===== src/rtl/seven_segment_scanner_if.sv =====
// ---------------------------------------------------------------------------
// seven_segment_scanner_if
//   Bundles the BCD digit inputs and the display pin outputs of the
//   seven-segment scanner.
//   master : digit source / observer (drives digits, reads display pins)
//   slave  : the scanner itself (reads digits, drives display pins)
//   Signals:
//     digit4..digit0 : BCD digits, digit4 most significant
//     blank_zeros    : leading-zero blanking enable
//     segments       : {g,f,e,d,c,b,a}, active-low
//     anodes         : anodes[i] enables digit i, active-low
//     frame_start    : one-cycle pulse on first DRIVE cycle of digit4
// ---------------------------------------------------------------------------
interface seven_segment_scanner_if;
    logic [3:0] digit4;
    logic [3:0] digit3;
    logic [3:0] digit2;
    logic [3:0] digit1;
    logic [3:0] digit0;
    logic       blank_zeros;
    logic [6:0] segments;
    logic [4:0] anodes;
    logic       frame_start;

    modport master (
        output digit4, digit3, digit2, digit1, digit0, blank_zeros,
        input  segments, anodes, frame_start
    );

    modport slave (
        input  digit4, digit3, digit2, digit1, digit0, blank_zeros,
        output segments, anodes, frame_start
    );
endinterface


===== src/rtl/seven_segment_scanner.sv =====
// ---------------------------------------------------------------------------
// seven_segment_scanner
//   Time-multiplexes five BCD digits onto a common-anode 5-digit
//   seven-segment display. All digits (and the blanking enable) are
//   snapshotted once per frame so a mid-frame change never tears the number.
//   Each digit is preceded by an all-off gap to suppress ghosting.
//   Ports:
//     clock : system clock, rising edge
//     reset : synchronous, active-high
//     bus   : seven_segment_scanner_if.slave (digits in, segments/anodes out)
//   Parameters:
//     DIGIT_CYCLES : cycles each digit is driven (>= 1)
//     BLANK_CYCLES : all-off cycles before each digit (>= 1)
// ---------------------------------------------------------------------------
module seven_segment_scanner #(
    parameter int DIGIT_CYCLES = 100000,
    parameter int BLANK_CYCLES = 1000
) (
    input  logic                    clock,
    input  logic                    reset,
    seven_segment_scanner_if.slave  bus
);
    localparam int MAX_CYCLES = (DIGIT_CYCLES > BLANK_CYCLES) ? DIGIT_CYCLES : BLANK_CYCLES;
    localparam int CW         = (MAX_CYCLES > 1) ? $clog2(MAX_CYCLES) : 1;
    localparam logic [CW-1:0] DIGIT_LAST = CW'(DIGIT_CYCLES - 1);
    localparam logic [CW-1:0] BLANK_LAST = CW'(BLANK_CYCLES - 1);

    typedef enum logic {GAP, DRIVE} state_t;

    state_t          state_reg, state_next;
    logic [CW-1:0]   cnt_reg, cnt_next;
    logic [2:0]      scan_reg, scan_next;
    logic [4:0][3:0] snap_reg, snap_next;
    logic            blank_reg, blank_next;
    logic [6:0]      seg_reg, seg_next;
    logic [4:0]      an_reg, an_next;
    logic            fs_reg, fs_next;

    logic [4:0][3:0] digits_in;
    logic [4:0]      blanked;

    assign digits_in = {bus.digit4, bus.digit3, bus.digit2, bus.digit1, bus.digit0};

    // Active-low {g..a} pattern; 10..15 render as a dash.
    function automatic logic [6:0] decode(input logic [3:0] d);
        case (d)
            4'd0:    decode = 7'b1000000;
            4'd1:    decode = 7'b1111001;
            4'd2:    decode = 7'b0100100;
            4'd3:    decode = 7'b0110000;
            4'd4:    decode = 7'b0011001;
            4'd5:    decode = 7'b0010010;
            4'd6:    decode = 7'b0000010;
            4'd7:    decode = 7'b1111000;
            4'd8:    decode = 7'b0000000;
            4'd9:    decode = 7'b0010000;
            default: decode = 7'b0111111;
        endcase
    endfunction

    // Position gi is blanked when it and every more significant snapshot
    // digit are zero. Evaluated on the next-cycle snapshot so the registered
    // outputs line up with the state they belong to. Digit0 always shows.
    generate
        for (genvar gi = 0; gi < 5; gi++) begin : g_blank
            if (gi == 0) begin : g_lsd
                assign blanked[gi] = 1'b0;
            end else begin : g_upper
                assign blanked[gi] = blank_next & ~|snap_next[4:gi];
            end
        end
    endgenerate

    always_comb begin
        state_next = state_reg;
        cnt_next   = cnt_reg + 1'b1;
        scan_next  = scan_reg;
        snap_next  = snap_reg;
        blank_next = blank_reg;
        fs_next    = 1'b0;

        case (state_reg)
            GAP: begin
                if (cnt_reg == BLANK_LAST) begin
                    state_next = DRIVE;
                    cnt_next   = '0;
                    if (scan_reg == 3'd4) begin
                        snap_next  = digits_in;
                        blank_next = bus.blank_zeros;
                        fs_next    = 1'b1;
                    end
                end
            end
            DRIVE: begin
                if (cnt_reg == DIGIT_LAST) begin
                    state_next = GAP;
                    cnt_next   = '0;
                    scan_next  = (scan_reg == 3'd0) ? 3'd4 : scan_reg - 3'd1;
                end
            end
            default: begin
                state_next = GAP;
                cnt_next   = '0;
            end
        endcase

        // Outputs are computed for the upcoming state so they can be registered.
        seg_next = 7'h7f;
        an_next  = 5'h1f;
        if (state_next == DRIVE) begin
            for (int i = 0; i < 5; i++) begin
                if (scan_next == 3'(i) && !blanked[i]) begin
                    an_next[i] = 1'b0;
                    seg_next   = decode(snap_next[i]);
                end
            end
        end
    end

    always_ff @(posedge clock) begin
        if (reset) begin
            state_reg <= GAP;
            cnt_reg   <= '0;
            scan_reg  <= 3'd4;
            snap_reg  <= '0;
            blank_reg <= 1'b0;
            seg_reg   <= 7'h7f;
            an_reg    <= 5'h1f;
            fs_reg    <= 1'b0;
        end else begin
            state_reg <= state_next;
            cnt_reg   <= cnt_next;
            scan_reg  <= scan_next;
            snap_reg  <= snap_next;
            blank_reg <= blank_next;
            seg_reg   <= seg_next;
            an_reg    <= an_next;
            fs_reg    <= fs_next;
        end
    end

    assign bus.segments    = seg_reg;
    assign bus.anodes      = an_reg;
    assign bus.frame_start = fs_reg;
endmodule


===== src/flat_wrapper.sv =====
// flat-port wrapper written by rule: the top's interface ports become plain ports
module seven_segment_scanner_flat 
#(
    parameter int DIGIT_CYCLES = 100000,
    parameter int BLANK_CYCLES = 1000
)
  (clock, reset, bus_digit4, bus_digit3, bus_digit2, bus_digit1, bus_digit0, bus_blank_zeros, bus_segments, bus_anodes, bus_frame_start);
  seven_segment_scanner_if bus_i ();
  input  logic clock;
  input  logic reset;
  input wire logic [$bits(bus_i.digit4)-1:0] bus_digit4;
  input wire logic [$bits(bus_i.digit3)-1:0] bus_digit3;
  input wire logic [$bits(bus_i.digit2)-1:0] bus_digit2;
  input wire logic [$bits(bus_i.digit1)-1:0] bus_digit1;
  input wire logic [$bits(bus_i.digit0)-1:0] bus_digit0;
  input wire logic [$bits(bus_i.blank_zeros)-1:0] bus_blank_zeros;
  output wire logic [$bits(bus_i.segments)-1:0] bus_segments;
  output wire logic [$bits(bus_i.anodes)-1:0] bus_anodes;
  output wire logic [$bits(bus_i.frame_start)-1:0] bus_frame_start;
  assign bus_i.digit4 = bus_digit4;
  assign bus_i.digit3 = bus_digit3;
  assign bus_i.digit2 = bus_digit2;
  assign bus_i.digit1 = bus_digit1;
  assign bus_i.digit0 = bus_digit0;
  assign bus_i.blank_zeros = bus_blank_zeros;
  assign bus_segments = bus_i.segments;
  assign bus_anodes = bus_i.anodes;
  assign bus_frame_start = bus_i.frame_start;
  seven_segment_scanner #(.DIGIT_CYCLES(DIGIT_CYCLES), .BLANK_CYCLES(BLANK_CYCLES)) u_core (.clock(clock), .reset(reset), .bus(bus_i));
endmodule

===== config.mk =====
export PLATFORM = sky130hd
export DESIGN_NAME = seven_segment_scanner_flat
export DESIGN_NICKNAME = d
export VERILOG_FILES = /design/src/rtl/seven_segment_scanner_if.sv /design/src/rtl/seven_segment_scanner.sv /design/src/flat_wrapper.sv
export SDC_FILE = /design/constraint.sdc
export NUM_CORES = 1
export LEC_CHECK = 0
export CAP_MARGIN = 20
export CORE_MARGIN = 2
export CORE_UTILIZATION = 53
export CTS_CLUSTER_DIAMETER = 200
export DETAILED_ROUTE_END_ITERATION = 10
export GPL_TIMING_DRIVEN = 0
export PLACE_DENSITY = 0.72
export SYNTH_ARGS = -nofsm -noshare
export SYNTH_HDL_FRONTEND = slang
export SYNTH_SLANG_ARGS = --single-unit

===== constraint.sdc =====
create_clock -name clock -period 6.3 [get_ports clock]
set_clock_uncertainty 0.2 [all_clocks]
set_input_delay 1.26 -clock clock [delete_from_list [all_inputs] [get_ports clock]]
set_output_delay 1.26 -clock clock [all_outputs]
set_load 0.05 [all_outputs]

==> results of run 1 <==
==> power by group through the flow <==
| stage | clock network (mW) | registers, mW | logic, mW |
|---|---|---|---|
| final | 0.207 | 0.351 | 0.0311 |
| after global routing | 0.223 | 0.351 | 0.0327 |
| after CTS | 0.212 | 0.351 | 0.0306 |
| after detailed placement | 0 | 0.359 | 0.0304 |
| after global placement | 0 | 0.359 | 0.0299 |
| after floorplan | 0 | 0.358 | 0.00979 |
==> path summary, 6_finish.rpt <==
kind	start	to	slack (ns)	cells past startpoint
min reg2reg	u_core.cnt_reg[0]	u_core.cnt_reg[0]	0.28	1
max	u_core.scan_reg[2]	u_core.bus.segments[6]	0.28	17
max reg2reg	u_core.scan_reg[2]	u_core.bus.segments[6]	0.28	17
min	u_core.cnt_reg[0]	u_core.cnt_reg[0]	0.28	1
==> cell families (layout without fill, tap and decap cells) <==
group / after synthesis / count (layout)
buf+inv: 38 / 79
xor+xnor: 16 / 16
simple gates: 193 / 193
compound gates: 90 / 90
flops: 55 / 55
fa+ha+maj: 24 / 24
mux: 34 / 34
==> routing by layer <==
metal,vias up,track usage [%]
met5,-,0
met4,0,8.53
met1,1662,37.3
li1,1713,-
met3,16,3.41
met2,156,41.6
==> cell type report <==
class	count	area, sq um
Clock inverter	3	25.0
Fill cell	620	2540
Inverter	20	75.1
Timing Repair Buffer	33	330
Sequential cell	55	1100
Clock buffer	5	68.8
Tap cell	80	100
Multi-Input combinational cell	357	2420
Buffer	18	93.8
==> cells in the final DEF, fill, tap and decap left out, types with 4 or more instances in the layout <==
| cell | count |
|---|---|
| o211ai_1 | 4 |
| o2111ai_1 | 4 |
| a21o_1 | 4 |
| clkdlybuf4s50_1 | 33 |
| a21oi_1 | 26 |
| nor3b_1 | 5 |
| nand4_1 | 8 |
| nand3b_1 | 8 |
| dfxtp_1 | 55 |
| xnor2_1 | 6 |
| o31ai_1 | 5 |
| a31oi_1 | 5 |
| inv_1 | 20 |
| or3_1 | 6 |
| mux2i_1 | 23 |
| nor3_1 | 12 |
| ha_1 | 24 |
| nor2_1 | 57 |
| nand3_1 | 24 |
| mux2_2 | 8 |
| clkbuf_8 | 5 |
| clkbuf_1 | 7 |
| nand2_1 | 37 |
| buf_2 | 6 |
| and3_1 | 6 |
| xor2_1 | 10 |
| o21ai_0 | 20 |
| nor4_1 | 4 |
==> critical path, stage by stage, from the launching register on <==
cell and delay, ns:
dfxtp_1 0.32, buf_4 0.16, nor3b_1 0.18, and3_1 0.22
nand2_2 0.12, buf_6 0.19, buf_2 0.32, buf_1 0.78
mux2i_1 0.43, ha_1 0.30, nor4bb_1 0.61, nand2_1 0.17
nor4_1 0.43, o21ai_0 0.20, nand4b_1 0.34, a211oi_1 0.09
a2111oi_0 0.65, o31ai_1 0.15
==> stage by stage <==
stage / utilization [%] / power [mW]
global route: 62.3 / 0.607
global placement: 60.9 / 0.389
finish: 62.3 / 0.589
detailed placement: 60.9 / 0.389
floorplan: - / 0.368
CTS: 62.3 / 0.594
==> metrics.csv, run 1 <==
metric,value,unit
Final setup viols,0,
initial core utilization,54.6,%
Async SR Flop Fraction,0,%
"Area growth, synth to finish",14.2,%
switching share of power,24.6,%
Worst Tran Pin Value,0.984,ns
largest net degree at the start of global routing,19,
Placed Cells,563,
met3 WL,714,microns
slew margin rel.,34.4,%
clock root cell,clkbuf_8,
wire per inst,17.5,microns
Post-CTS Setup Bufs,0,
post-CTS sizing,0,
largest family of logic cells by synthesized area,simple AND/OR/NAND/NOR gates,
Final Non-Filler Cells,571,
share of layout cells above drive strength 1,6.72,%
Final Instance Area,4210,sq um
vias,3547,
period utilization,95.6,%
clock tree buffer depth,2,
antenna violations before repair,0,
diode count,0,
Post-DRT Antenna Nets,0,
syn nets,497,
Netlist Area Pre-Place,3690,sq um
Worst Hold Class,flip-flop to flip-flop,
dpl ws,0.516,ns
"Top FF cell, synth",dfxtp_1,
CTS Buf Count,5,
compound-gate portion of the synthesized area,15.8,%
Core Region,6760,sq um
"Hold Vio Cnt, Final",0,
simple-gate share of the synthesized area,27.7,%
HPWL after detailed placement,7340,microns
min cycle time layout,6.02,ns
placed inst area,4120,sq um
synthesized area per cell,8.19,sq um
PortBufs,33,
nets,537,
total die area,7640,sq um
most common cell in the netlist,nor2_1,
Post-Synth XOR/XNOR Area,3.80,%
Total GRT Usage,26.4,%
worst-path fanout max,10,
Combinational Power Share,5.3,%
"Data arrival, critical path",5.98,ns
global-route wire length before repair,15800,microns
TritonCTS clock tree,built,
CP Class,flip-flop to flip-flop,
Post-synth EDFFs,0,
adder-cell share of the synthesized area,8.14,%
CTS Hold Bufs,0,
Fmax achieved,166,MHz
final wirelength,9990,microns
vias in the first global route,3350,
CTS Sinks,55,
Yosys top cell area share,29.9,%
largest cells by area after synthesis,"dfxtp_1 30%, ha_1 8.1%, mux2i_1 6.2%",
power density over cell area,140,nW/um^2
library cells used by synthesis,62,
setup tns final,0,ns
"Req. time, crit path",6.26,ns
#FFs+latches synth,55,
RSZ-0062 raised after global routing,no,
"Clk Latency, worst-skew pair",0.32,ns
internal power,444,uW
Die W,87.4,microns
post-synthesis mux area share,10.1,%
DRC,0,
run status,finished clean,
DR iter-0 viols,277,
clock slew at reported path FFs,0.11,ns
Max Used Layer,met4,
GR Overflow Total,0,
WHS,0.277,ns
crit path launch type,flip-flop,
# IOs,36,
cell taking the most area after synthesis,dfxtp_1,
wire length on met1,4610,microns
Ys Warns,0,
max FFs per register,20,
portion of total power attributed to sequential cells,59.5,%
Die Y,87.4,microns
VDD IR max,0.102,mV
MaxCap Viol Count,0,
Cell Rows,30,
max-slew violations,0,
routed length on met2,4510,microns
Gate Count Post-Synth,450,
clock share of power,35.2,%
GPL Wtd Cong,0.952,
Switch Pwr,145,uW
Synth top cells by count,"57 x nor2_1, 55 x dfxtp_1, 37 x nand2_1",
H-tree depth,2,
Vias/cell,6.21,
P_leak,1.80,nW
Final WS setup,0.279,ns
DR pass1 iterations,4,
Setup crit end kind,flip-flop,
register area share after synthesis,29.9,%
Note: power is estimated with default switching activity, not from simulation.
==> run 2, diff against run 1 <==
--- a/config.mk
+++ b/config.mk
@@ -9,6 +9,7 @@
 export CORE_MARGIN = 2
 export CORE_UTILIZATION = 53
 export CTS_CLUSTER_DIAMETER = 200
+export CTS_CLUSTER_SIZE = 24
 export DETAILED_ROUTE_END_ITERATION = 10
 export GPL_TIMING_DRIVEN = 0
 export PLACE_DENSITY = 0.72
==> results of run 2 <==
Same layout as run 1: the final DEF is identical, and so are final timing and power.
